**src/rtl/pcie_tx_pkg.sv**
```systemverilog
// rtl/pcie_tx_pkg.sv - symbol codes, scheduler states and ordered-set helpers
package pcie_tx_pkg;

    localparam logic [7:0] K_COM = 8'hBC;
    localparam logic [7:0] K_SKP = 8'h1C;
    localparam logic [7:0] K_IDL = 8'h7C;
    localparam logic [7:0] K_STP = 8'hFB;
    localparam logic [7:0] K_SDP = 8'h5C;
    localparam logic [7:0] K_END = 8'hFD;
    localparam logic [7:0] K_EDB = 8'hFE;
    localparam logic [7:0] LIDL  = 8'h00;

    // COM plus three IDL symbols in the electrical-idle ordered set
    localparam logic [2:0] EIOS_LEN = 3'd4;

    typedef enum logic [2:0] {
        ST_EI     = 3'd0,
        ST_WAKE   = 3'd1,
        ST_ACTIVE = 3'd2,
        ST_SKP    = 3'd3,
        ST_EIOS   = 3'd4
    } tx_state_t;

    function automatic logic is_frame_start(input logic [7:0] data, input logic k);
        return k && (data == K_STP || data == K_SDP);
    endfunction

    function automatic logic is_frame_end(input logic [7:0] data, input logic k);
        return k && (data == K_END || data == K_EDB);
    endfunction

endpackage

```
**src/rtl/pcie_skp_timer.sv**
```systemverilog
// rtl/pcie_skp_timer.sv - saturating SKP interval counter
module pcie_skp_timer #(
    parameter int INTERVAL = 1180
) (
    input  logic clk,
    input  logic rst_n,
    input  logic run,
    input  logic clear,
    output logic due
);

    localparam int            W    = $clog2(INTERVAL);
    localparam logic [W-1:0]  TERM = W'(INTERVAL - 1);

    logic [W-1:0] count;

    always_ff @(posedge clk or negedge rst_n) begin
        if (!rst_n) begin
            count <= '0;
        end else if (clear) begin
            count <= '0;
        end else if (run && count != TERM) begin
            count <= count + 1'b1;
        end
    end

    assign due = (count == TERM);

endmodule

```
**src/rtl/pcie_tx_sched.sv**
```systemverilog
// rtl/pcie_tx_sched.sv - TX symbol scheduler: source frames, SKP and EIOS ordered sets, idle sequencing
module pcie_tx_sched
    import pcie_tx_pkg::*;
#(
    parameter int SKP_INTERVAL = 1180,
    parameter int SKP_COUNT    = 3,
    parameter int WAKE_CYCLES  = 16
) (
    input  logic       PCLK250,
    input  logic       CNTL_RESETN_P0,
    input  logic       CFG_Enable,
    input  logic       CFG_ElecIdleReq,
    input  logic       SRC_Valid,
    input  logic [7:0] SRC_Data,
    input  logic       SRC_DataK,
    output logic       SRC_Ready,
    output logic [7:0] TXDATA,
    output logic       TXDATAK,
    output logic       TXELECIDLE,
    output logic       CNTL_TXEnable_P0,
    output logic [2:0] STAT_State,
    output logic       STAT_SkpDue
);

    localparam int             WW        = $clog2(WAKE_CYCLES + 1);
    localparam logic [WW-1:0]  WAKE_LAST = WW'(WAKE_CYCLES - 1);
    localparam logic [2:0]     SKP_LAST  = 3'(SKP_COUNT);

    tx_state_t      state, state_nxt;
    logic           in_frame, in_frame_nxt;
    logic [2:0]     os_cnt, os_cnt_nxt;
    logic [WW-1:0]  wake_cnt, wake_cnt_nxt;
    logic [7:0]     data_nxt;
    logic           k_nxt, eidle_nxt, txen_nxt;
    logic           skp_due, skp_clear, stop_req, accept;

    assign stop_req  = CFG_ElecIdleReq | ~CFG_Enable;
    assign SRC_Ready = (state == ST_ACTIVE) & ~(stop_req & ~in_frame) & ~(skp_due & ~in_frame);
    assign accept    = SRC_Valid & SRC_Ready;

    pcie_skp_timer #(.INTERVAL(SKP_INTERVAL)) u_skp_timer (
        .clk   (PCLK250),
        .rst_n (CNTL_RESETN_P0),
        .run   (state != ST_EI),
        .clear (skp_clear),
        .due   (skp_due)
    );

    always_ff @(posedge PCLK250 or negedge CNTL_RESETN_P0) begin
        if (!CNTL_RESETN_P0) begin
            state            <= ST_EI;
            in_frame         <= 1'b0;
            os_cnt           <= '0;
            wake_cnt         <= '0;
            TXDATA           <= 8'h00;
            TXDATAK          <= 1'b0;
            TXELECIDLE       <= 1'b1;
            CNTL_TXEnable_P0 <= 1'b0;
        end else begin
            state            <= state_nxt;
            in_frame         <= in_frame_nxt;
            os_cnt           <= os_cnt_nxt;
            wake_cnt         <= wake_cnt_nxt;
            TXDATA           <= data_nxt;
            TXDATAK          <= k_nxt;
            TXELECIDLE       <= eidle_nxt;
            CNTL_TXEnable_P0 <= txen_nxt;
        end
    end

    // Ordered sets register their COM on the entry edge; os_cnt then counts symbols already sent.
    always_comb begin
        state_nxt    = state;
        in_frame_nxt = in_frame;
        os_cnt_nxt   = os_cnt;
        wake_cnt_nxt = wake_cnt;
        data_nxt     = LIDL;
        k_nxt        = 1'b0;
        eidle_nxt    = 1'b0;
        txen_nxt     = 1'b1;
        skp_clear    = 1'b0;
        case (state)
            ST_EI: begin
                eidle_nxt    = 1'b1;
                txen_nxt     = 1'b0;
                wake_cnt_nxt = '0;
                if (CFG_Enable && !CFG_ElecIdleReq) begin
                    state_nxt = ST_WAKE;
                    eidle_nxt = 1'b0;
                    txen_nxt  = 1'b1;
                end
            end
            ST_WAKE: begin
                if (stop_req) begin
                    data_nxt   = K_COM;
                    k_nxt      = 1'b1;
                    os_cnt_nxt = 3'd1;
                    state_nxt  = ST_EIOS;
                end else if (wake_cnt == WAKE_LAST) begin
                    state_nxt = ST_ACTIVE;
                end else begin
                    wake_cnt_nxt = wake_cnt + 1'b1;
                end
            end
            ST_ACTIVE: begin
                if (!in_frame && stop_req) begin
                    data_nxt   = K_COM;
                    k_nxt      = 1'b1;
                    os_cnt_nxt = 3'd1;
                    state_nxt  = ST_EIOS;
                end else if (!in_frame && skp_due) begin
                    data_nxt   = K_COM;
                    k_nxt      = 1'b1;
                    os_cnt_nxt = 3'd1;
                    skp_clear  = 1'b1;
                    state_nxt  = ST_SKP;
                end else if (accept) begin
                    data_nxt = SRC_Data;
                    k_nxt    = SRC_DataK;
                    if (is_frame_start(SRC_Data, SRC_DataK)) begin
                        in_frame_nxt = 1'b1;
                    end else if (is_frame_end(SRC_Data, SRC_DataK)) begin
                        in_frame_nxt = 1'b0;
                    end
                end
            end
            ST_SKP: begin
                data_nxt = K_SKP;
                k_nxt    = 1'b1;
                if (os_cnt == SKP_LAST) begin
                    state_nxt = ST_ACTIVE;
                end else begin
                    os_cnt_nxt = os_cnt + 1'b1;
                end
            end
            ST_EIOS: begin
                if (os_cnt == EIOS_LEN) begin
                    state_nxt = ST_EI;
                    eidle_nxt = 1'b1;
                    txen_nxt  = 1'b0;
                end else begin
                    data_nxt   = K_IDL;
                    k_nxt      = 1'b1;
                    os_cnt_nxt = os_cnt + 1'b1;
                end
            end
            default: begin
                state_nxt = ST_EI;
            end
        endcase
    end

    assign STAT_State  = state;
    assign STAT_SkpDue = skp_due;

endmodule
```
**config.mk**
```make
export PLATFORM = sky130hd
export DESIGN_NAME = pcie_tx_sched
export DESIGN_NICKNAME = d
export VERILOG_FILES = /design/src/rtl/pcie_tx_pkg.sv /design/src/rtl/pcie_skp_timer.sv /design/src/rtl/pcie_tx_sched.sv
export SDC_FILE = /design/constraint.sdc
export NUM_CORES = 1
export LEC_CHECK = 0
export ABC_CLOCK_PERIOD_IN_PS = 2350
export CAP_MARGIN = 25
export CORE_MARGIN = 2
export CORE_UTILIZATION = 54
export CTS_BUF_LIST = sky130_fd_sc_hd__clkbuf_8
export DETAILED_ROUTE_END_ITERATION = 8
export GPL_TIMING_DRIVEN = 0
export PLACE_DENSITY = 0.92
export SYNTH_ARGS = -nofsm -noshare
export SYNTH_HDL_FRONTEND = slang
export SYNTH_SLANG_ARGS = --single-unit
```
**constraint.sdc**
```tcl
create_clock -name PCLK250 -period 2.35 [get_ports PCLK250]
set_input_delay 0.235 -clock PCLK250 [delete_from_list [all_inputs] [get_ports PCLK250]]
set_output_delay 0.235 -clock PCLK250 [all_outputs]
set_load 0.005 [all_outputs]
```
======== Word level (Yosys, flattened, before mapping) ========
Cells that the tools add are included.
operators by class
  add/sub/neg operators ................... 3
  equality and inequality tests ........... 23
  muxes and demuxes ....................... 41
  bitwise gates (word level) .............. 12
  reduce and logical (&&, ||, !) cells .... 20
operators with widths
  operator                                       count
  2-to-1 mux 3 bit                               12
  2-to-1 mux 8 bit                               4
  case mux 8 bit (4 select lines)                1
  == test 8 bit, second input constant           3
  2-to-1 mux 11 bit                              2
  inequality test 2 bit, second input constant   8
  case mux 3 bit (5 select lines)                1
  AND reduction 5 bit                            3
  2-to-1 mux 1 bit                               13
  case mux 3 bit (4 select lines)                1
  adder 11 x 1 -> 11 bit, second input constant  1
  == test 11 bit, second input constant          1
  inequality test 11 bit, second input constant  1
  2-to-1 mux 5 bit                               2
  case mux 5 bit (2 select lines)                1
  == test 3 x 2 -> 1 bit, second input constant  3
  == test 8 x 7 -> 1 bit, second input constant  1
  2-to-1 mux 7 bit                               1
  == test 3 bit, second input constant           2
  logical AND 1 bit                              6
  NOT 1 bit                                      6
  nonzero test 2 bit                             3
  adder 5 x 1 -> 5 bit, second input constant    1
  AND 1 bit                                      5
  14 further kinds                               17
storage, ports and cells
  flip-flop bits (word level) ............. 34
  output and inout bits ................... 16

======== Logic depth before layout (Yosys ltp) ========
Gate-level depths: netlist (run 1).
  depth after elaboration ................. 11
  mapped depth ............................ 7
  depth with buffers taken out ............ 7

======== By module ========
A second synthesis (run 1) with hierarchy kept.
second synthesis, totals
  cell total of the unflattened synthesis .. 188
  area, all modules ....................... 1841.8 um^2
by module, submodules not included
  module          instances  cells each  area an instance (um^2)  seq. area each (um^2)
  pcie_tx_sched   1          129         1239.9                   576.8
  pcie_skp_timer  1          59          601.8                    275.3

======== Worst setup path after synthesis (run 1) ========
No wires, ideal clock.
  kind .................................... register to register
  from .................................... register wake_cnt[0]
  to ...................................... register state[0], in the netlist STAT_State[0]
  data arrival time ....................... 1.936 ns
  required time ........................... 2.225 ns
  slack ................................... 0.289 ns
  cell stages (with the launch flop) ...... 7
  path buffers ............................ 0
  path through ............................ dfrtp_1 -> ha_1 -> and3_1 -> ha_1 -> or4_1 -> o211a_1 -> mux2_2
on the way
  word-level cells in the longest chain between the ends .. 3
ends and longest elaborated chain
  element                          line                 source
  start: declaration               pcie_tx_sched.sv:32  logic [WW-1:0] wake_cnt, wake_cnt_nxt;
  start signal: assignment         pcie_tx_sched.sv:63  wake_cnt <= wake_cnt_nxt;
  == test 5 x 4 -> 1 bit           pcie_tx_sched.sv:99  end else if (wake_cnt == WAKE_LAST) begin
  inequality test 3 bit (no line)  --
  AND reduction 5 bit (no line)    --
  end signal: assignment           pcie_tx_sched.sv:60  state <= state_nxt;
  end: declaration                 pcie_tx_sched.sv:29  tx_state_t state, state_nxt;
No other way between the ends.
A chain may end at the register's enable or synchronous reset.

======== Worst setup path in the final report (run 1) ========
Ends and elaborated chain as after synthesis.

==> results of run 1 <==
[cell families after synthesis]
kind of cell	synth area share [%]
compound gates	10.67
simple gates	24.61
flops	48.44
fa+ha+maj	4.267
mux	3.200
xor+xnor	6.472
buf+inv	2.347
[through the flow]
step	total power, uW	std cells	TNS (ns)	instance area, sq um
floorplan	1613	175	0	1759
global placement	1969	247	-0.07981	2095
detailed placement	2006	247	-0.03669	2090
CTS	2507	258	-0.01888	2228
global route	2789	264	0	2283
finish	2608	264	0	2283
[metal layers]
| metal | track usage [%] | wire length, um | part of all wire (%) | up-vias |
|---|---|---|---|---|
| met5 | 0 | 0 | 0 | - |
| met2 | 34.80 | 1902 | 49 | 62 |
| met3 | 4.622 | 232 | 6.0 | 0 |
| li1 | - | - | - | 700 |
| met1 | 29.77 | 1749 | 45 | 708 |
| met4 | 4.969 | 0 | 0 | 0 |
[cells in the mapped netlist (3+ instances only)]
library cell and count:
a21oi_1 6, and3_1 6, clkbuf_1 5, dfrtp_1 33
ha_1 6, inv_1 6, mux2i_1 3, nand2_1 20
nand2b_1 5, nand3_1 11, nand4_1 4, nor2_1 15
nor3b_1 3, o21ai_0 8, xnor2_1 7, xor2_1 6
[worst max path at each step]
stage / startpoint / endpoint / cells past startpoint
2_1_floorplan: wake_cnt[0] / STAT_State[0] / 6
3_3_place_gp: STAT_State[2] / SRC_Ready / 4
3_5_place_dp: STAT_State[2] / SRC_Ready / 4
4_1_cts: u_skp_timer.count[1] / SRC_Ready / 5
5_1_grt: wake_cnt[0] / STAT_State[0] / 6
6_report: wake_cnt[0] / STAT_State[0] / 6
[power breakdown]
group / internal (uW) / switching (uW) / total [uW] / leakage (uW)
Sequential: 792 / 172 / 964 / 0.000418
Combinational: 639 / 565 / 1200 / 0.000584
Clock: 232 / 208 / 440 / 0.0000524
[repair_timing]
action                                  in CTS  in global routing
pin swaps                                    2                  1
setup buffers                                3                  6
endpoints found under the setup margin       2                  1
gates resized for setup                      6                  3
hold buffers                                 0                  0
[flip-flops by register name (all words and copies together), names as in the netlist]
| name | count |
|---|---|
| os_cnt | 3 |
| TXELECIDLE | 1 |
| TXDATA | 8 |
| TXDATAK | 1 |
| CNTL_TXEnable_P0 | 1 |
| in_frame | 1 |
| u_skp_timer.count | 11 |
| STAT_State | 3 |
| wake_cnt | 5 |
[area by class of cell]
type	count	area, sq um
Sequential cell	34	853.3
Timing Repair Buffer	37	344.1
Tap cell	44	55.05
Inverter	6	22.52
Clock inverter	2	8.758
Fill cell	211	794.5
Buffer	5	18.77
Clock buffer	6	82.58
Multi-Input combinational cell	130	898.4
==> reports/results.tsv, run 1 <==
stage	metric	value	unit
outcome	outcome	complete, no violations	
critical_path	max incr delay on CP	0.60	ns
detailed_routing	final antenna-violating net count	0	
critical_path	crit-path leading delay family	simple AND/OR/NAND/NOR gates	
critical_path	Critical Path RT	2.52	ns
global_route	total global-route track usage	21.50	%
cells_and_area	antenna fix cells	0	
synth	Distinct cells, synth	43	
power	leak pwr	0.001055	uW
cells_and_area	Util after Layout	74.19	%
critical_path	launching point of the worst reg2reg path	wake_cnt[0]	
synth	sequential share of the synthesized area	48.44	%
timing	Clock Skew	0.009197	ns
cells_and_area	most frequent cells in the layout	dfrtp_1 (32), clkdlybuf4s50_1 (25), nand2_1 (20)	
global_route	total gr overflow	0	
detailed_routing	WL per Instance	14.71	um
synth	prevailing post-synth register cell	dfrtp_1	
synth	number of enable flip-flop cells after synthesis	0	
clock_network	clock slew seen by the registers of the worst setup and hold paths	0.07	ns
cells_and_area	layout cell share with drive strength beyond 1	15.91	%
detailed_routing	DRC Markers	0	
critical_path	critical path class	flop to flop	
power	worst vdd ir	0.0006737	V
job	max cap viols	0	
hold_path	HP Class	input pin to async pin	
critical_path	end of the worst register-to-register path	STAT_State[0]	
clock_network	total CTS buffers	5	
timing	Final Cycle Share	92.99	%
critical_path	flop2flop setup slack	0.16	ns
synth	Synth area leaders	dfrtp_1 (47%), ha_1 (4.3%), nand2_1 (4.3%), xnor2_1 (3.5%), nor2_1 (3.2%)	
detailed_routing	Iteration-0 DRC Markers	90	
global_route	vias in the first global route	1308	
critical_path	FF-to-FF path depth	6	
power	power per cell area	1142	nW/um^2
placement	Placer Congestion	0.8215	
placement	pre-CTS setup slack	-0.03669	ns
synth	Netlist Area Pre-Place	1759	sq um
synth	Mapped Cells	175	
synth	top cell type's share of synthesized area	46.94	%
global_route	initial antenna violation count	0	
detailed_routing	drt pass-1 iters	4	
synth	Ys Warns	0	
timing	fin crit period	2.185	ns
floorplan	Initial Util	57.15	%
cells_and_area	Nets	239	
cells_and_area	P&R area growth vs syn	29.80	%
synth	async set-reset flop share out of synthesis	100.0	%
global_route	first-pass GRT wire length	5.961	mm
timing	final worst slack	0.1648	ns
clock_network	clock sinks	34	
cells_and_area	most common cell after layout, fill and taps aside	dfrtp_1	
timing	Rel. slew slack	49.63	%
floorplan	IO Count	30	
clock_network	clk_lat worst skew	0.28	ns
clock_network	clock buffer depth	2	
clock_network	CTS tree	done	
critical_path	slowest CP cell	or4_1	
critical_path	most used cell, CP	ha_1	
clock_network	CTS H-Tree Depth	2	
placement	I/O Buffers	28	
synth	Synth area leader	dfrtp_1	
synth	syn nets	195	
detailed_routing	total wire length	3.883	mm
critical_path	buffers and inverters on the worst path	0	
synth	Seq cells post-synth	34	
critical_path	crit path DAT	2.36	ns
timing	RSZ-0062 raised after global routing	no	
detailed_routing	via count	1470	
global_route	largest net degree at the start of global routing	35	
floorplan	Cell Rows	20	
critical_path	crit-path cells	ha_1 -> and3_1 -> ha_1 -> or4_1 -> o211a_1 -> mux2_2	
detailed_routing	Via density	5.568	
floorplan	Die Ht	61.08	um
critical_path	crit path max fanout	5	
timing	actual slew at the worst max-slew pin	0.7556	ns
clock_network	root buffer cell	clkbuf_8	
critical_path	startpoint types	flop	
timing	Max Clk Rate	0.4576	GHz
floorplan	die footprint	3730	sq um
critical_path	Worst Setup End Kind	flop	
floorplan	Core ar.	3078	sq um
timing	worst hold slack	0.02288	ns
floorplan	die span in x	61.08	um
timing	Final Hold Viols	0	
placement	post-detail-place hpwl	2.464	mm
synth	Syn Area/Cell	10.05	sq um
timing	Final Setup Violations	0	
timing	Pins Over Slew Limit	0	
Note: power is estimated with default switching activity, not from simulation.
==> run 2: changes to the inputs <==
--- a/config.mk
+++ b/config.mk
@@ -7,8 +7,10 @@
 export LEC_CHECK = 0
 export ABC_CLOCK_PERIOD_IN_PS = 2350
 export CAP_MARGIN = 25
+export CELL_PAD_IN_SITES_DETAIL_PLACEMENT = 1
+export CELL_PAD_IN_SITES_GLOBAL_PLACEMENT = 1
 export CORE_MARGIN = 2
-export CORE_UTILIZATION = 54
+export CORE_UTILIZATION = 42
 export CTS_BUF_LIST = sky130_fd_sc_hd__clkbuf_8
 export DETAILED_ROUTE_END_ITERATION = 8
 export GPL_TIMING_DRIVEN = 0
==> run 2 against run 1 <==
Critical path depth is the same. Cell count increased by 0.76%. Non-clock buffer count decreased by 4. Sequential power is 0.6% higher. Clock-buffer cell count increased by 2. Hold slack got worse by 0.0067 ns. Clock skew about the same. Utilization fell by 18 points. Die area is 27% higher. Largest power group unchanged.
==> reports/results.tsv, run 2 (synthesized netlist as in run 1, its figures left out) <==
stage	metric	value	unit	change
cells_and_area	Nets	235		was 239
critical_path	slowest CP cell	or4_1		unchanged
timing	Final Cycle Share	95.19	%	was 92.99%
power	power per cell area	1177	nW/um^2	was 1142 nW/um^2
placement	post-detail-place hpwl	3.199	mm	was 2.464 mm
clock_network	clock slew seen by the registers of the worst setup and hold paths	0.07	ns	about the same
global_route	initial antenna violation count	0		unchanged
detailed_routing	final antenna-violating net count	0		unchanged
cells_and_area	Biggest register	u_skp_timer.count		unchanged
critical_path	max incr delay on CP	0.61	ns	was 0.60 ns
cells_and_area	most common cell after layout, fill and taps aside	dfrtp_1		unchanged
critical_path	crit path max fanout	5		unchanged
floorplan	die footprint	4722	sq um	was 3730 sq um
critical_path	launching point of the worst reg2reg path	wake_cnt[0]		unchanged
detailed_routing	total wire length	4.710	mm	was 3.883 mm
global_route	total gr overflow	0		unchanged
cells_and_area	Multi-input gate area	898.4	sq um	unchanged
detailed_routing	Via density	5.635		was 5.568
power	clock share of power	19.0	%	was 16.9%
global_route	vias in the first global route	1569		was 1308
timing	RSZ-0062 raised after global routing	no		unchanged
critical_path	critical path class	flop to flop		unchanged
timing	Final Hold Viols	0		unchanged
cells_and_area	FILL cells	461		was 211
cells_and_area	Largest register FFs	11		unchanged
timing	worst hold slack	0.01621	ns	was 0.02288 ns
critical_path	Critical Path RT	2.53	ns	was 2.52 ns
power	worst vdd ir	0.0005885	V	was 0.0006737 V
cells_and_area	most frequent cells in the layout	dfrtp_1 (31), clkdlybuf4s50_1 (25), nand2_1 (20)		was dfrtp_1 (32), clkdlybuf4s50_1 (25), nand2_1 (20)
detailed_routing	Iteration-0 DRC Markers	83		was 90
clock_network	clock sinks	34		unchanged
detailed_routing	DRC Markers	0		unchanged
outcome	outcome	complete, no violations		unchanged
power	sequential share of power	36.1	%	was 37.0%
floorplan	IO Count	30		unchanged
job	max cap viols	0		unchanged
power	switching fraction of total power	36.65	%	was 36.26%
floorplan	Die Ht	68.72	um	was 61.08 um
timing	Max Clk Rate	0.4470	GHz	was 0.4576 GHz
clock_network	clock buffer depth	2		unchanged
detailed_routing	via count	1499		was 1470
clock_network	Hold Buf Count CTS	0		unchanged
cells_and_area	biggest regs	u_skp_timer.count: 11 flops, TXDATA: 8 flops, wake_cnt: 5 flops		unchanged
timing	fin crit period	2.237	ns	was 2.185 ns
critical_path	buffers and inverters on the worst path	0		unchanged
critical_path	Worst Setup End Kind	flop		unchanged
clock_network	total CTS buffers	5		unchanged
timing	actual slew at the worst max-slew pin	0.7809	ns	was 0.7556 ns
detailed_routing	drt pass-1 iters	4		unchanged
global_route	first-pass GRT wire length	7.645	mm	was 5.961 mm
timing	Clock Skew	0.009164	ns	was 0.009197 ns
cells_and_area	P&R area growth vs syn	29.66	%	was 29.80%
hold_path	HP Class	input pin to async pin		unchanged
floorplan	Core ar.	4029	sq um	was 3078 sq um
critical_path	FF-to-FF path depth	6		unchanged
placement	DP Area	2097	sq um	was 2090 sq um
cells_and_area	Final Non-Filler Cells	266		was 264
power	sw power	983.7	uW	was 945.7 uW
cells_and_area	layout cell share with drive strength beyond 1	15.28	%	was 15.91%
clock_network	CTS H-Tree Depth	2		unchanged
cells_and_area	Reg area	854.6	sq um	was 853.3 sq um
global_route	largest net degree at the start of global routing	35		unchanged
timing	Final Setup Violations	0		unchanged
clock_network	clk_lat worst skew	0.29	ns	was 0.28 ns
cells_and_area	Util after Layout	56.61	%	was 74.19%
clock_network	root buffer cell	clkbuf_8		unchanged
timing	Pins Over Slew Limit	0		unchanged
critical_path	most used cell, CP	ha_1		unchanged
critical_path	startpoint types	flop		unchanged
critical_path	crit path DAT	2.41	ns	was 2.36 ns
critical_path	crit-path leading delay family	simple AND/OR/NAND/NOR gates		unchanged
floorplan	die span in x	68.72	um	was 61.08 um
placement	placed cell count	253		was 247
clock_network	CTS tree	done		unchanged
placement	I/O Buffers	28		unchanged
cells_and_area	Final Cell Area	2281	sq um	was 2283 sq um
power	leak pwr	0.001039	uW	was 0.001055 uW
cells_and_area	antenna fix cells	0		unchanged
floorplan	Initial Util	43.66	%	was 57.15%
critical_path	crit-path cells	ha_1 -> and3_1 -> ha_1 -> or4_1 -> o211a_1 -> mux2_2		unchanged
placement	Placer Congestion	0.7840		was 0.8215
power	Tot Pwr	2684	uW	was 2608 uW
critical_path	flop2flop setup slack	0.11	ns	was 0.16 ns
critical_path	end of the worst register-to-register path	STAT_State[0]		unchanged
timing	Rel. slew slack	47.94	%	was 49.63%
detailed_routing	WL per Instance	17.71	um	was 14.71 um
global_route	total global-route track usage	22.67	%	was 21.50%
power	Combinational Power Share	44.9	%	was 46.1%
power	P_int	1700	uW	was 1663 uW
floorplan	Cell Rows	23		was 20
[run 2: cell count changes in the layout (fill, tap and decap cells not counted), sizes merged]
cell,before,now
inv,7,6
clkbuf,11,13
clkinv,1,0
buf,10,6
[run 2: cell type report]
class	instances	area share (%)
multi-input combinational	130	39.39
sequential	34	37.47
timing repair buffer	33	13.77
clock buffer	8	4.827
tap	50	2.743
inverter	6	0.9874
buffer	5	0.8228
[run 2: per-layer routing]
layer | GRT usage (%) | share of wire (%) | wire, um
met1 | 29.06 | 42 | 2000
met2 | 36.90 | 51 | 2424
met3 | 6.006 | 3.9 | 185
met4 | 8.088 | 2.1 | 99
met5 | 0 | 0 | 0
[run 2: worst max path at each step]
stage | from | slack (ns) | end | cells past startpoint
2_1_floorplan | wake_cnt[0] | 0.29 | STAT_State[0] | 6
3_3_place_gp | STAT_State[2] | -0.12 | SRC_Ready | 4
3_5_place_dp | STAT_State[2] | -0.16 | SRC_Ready | 4
4_1_cts | u_skp_timer.count[0] | -0.15 | SRC_Ready | 5
5_1_grt | wake_cnt[0] | 0.003 | wake_cnt[3] | 7
6_report | wake_cnt[0] | 0.11 | STAT_State[0] | 6
[run 2: worst register-to-register path, cell delays in order, from the launching register on]
cell and delay (ns):
dfrtp_1 0.41, ha_1 0.23, and3_1 0.19, ha_1 0.20, or4_1 0.62, o211a_1 0.21
mux2_2 0.28
[run 2: power groups by stage]
stage / sequential [uW] / combinational (uW) / clock [uW]
3_3_place_gp: 951 / 1050 / 0
4_1_cts: 957 / 1130 / 525
3_5_place_dp: 965 / 1100 / 0
6_report: 970 / 1200 / 509
5_1_grt: 993 / 1340 / 543
2_1_floorplan: 933 / 680 / 0
[run 2: repair_timing]
item / 4_1_cts / 5_1_grt
endpoints found under the setup margin: 8 / 2
pin swaps: 2 / 1
buffers inserted: 2 / 3
gates resized for setup: 4 / 6
[run 2: metrics by stage]
step           TNS, ns  setup slack (ns)
6_report             0            0.1130
5_1_grt              0          0.003479
4_1_cts        -0.1451           -0.1451
3_5_place_dp   -0.1552           -0.1552
3_3_place_gp   -0.1167           -0.1167
2_1_floorplan        0            0.2895
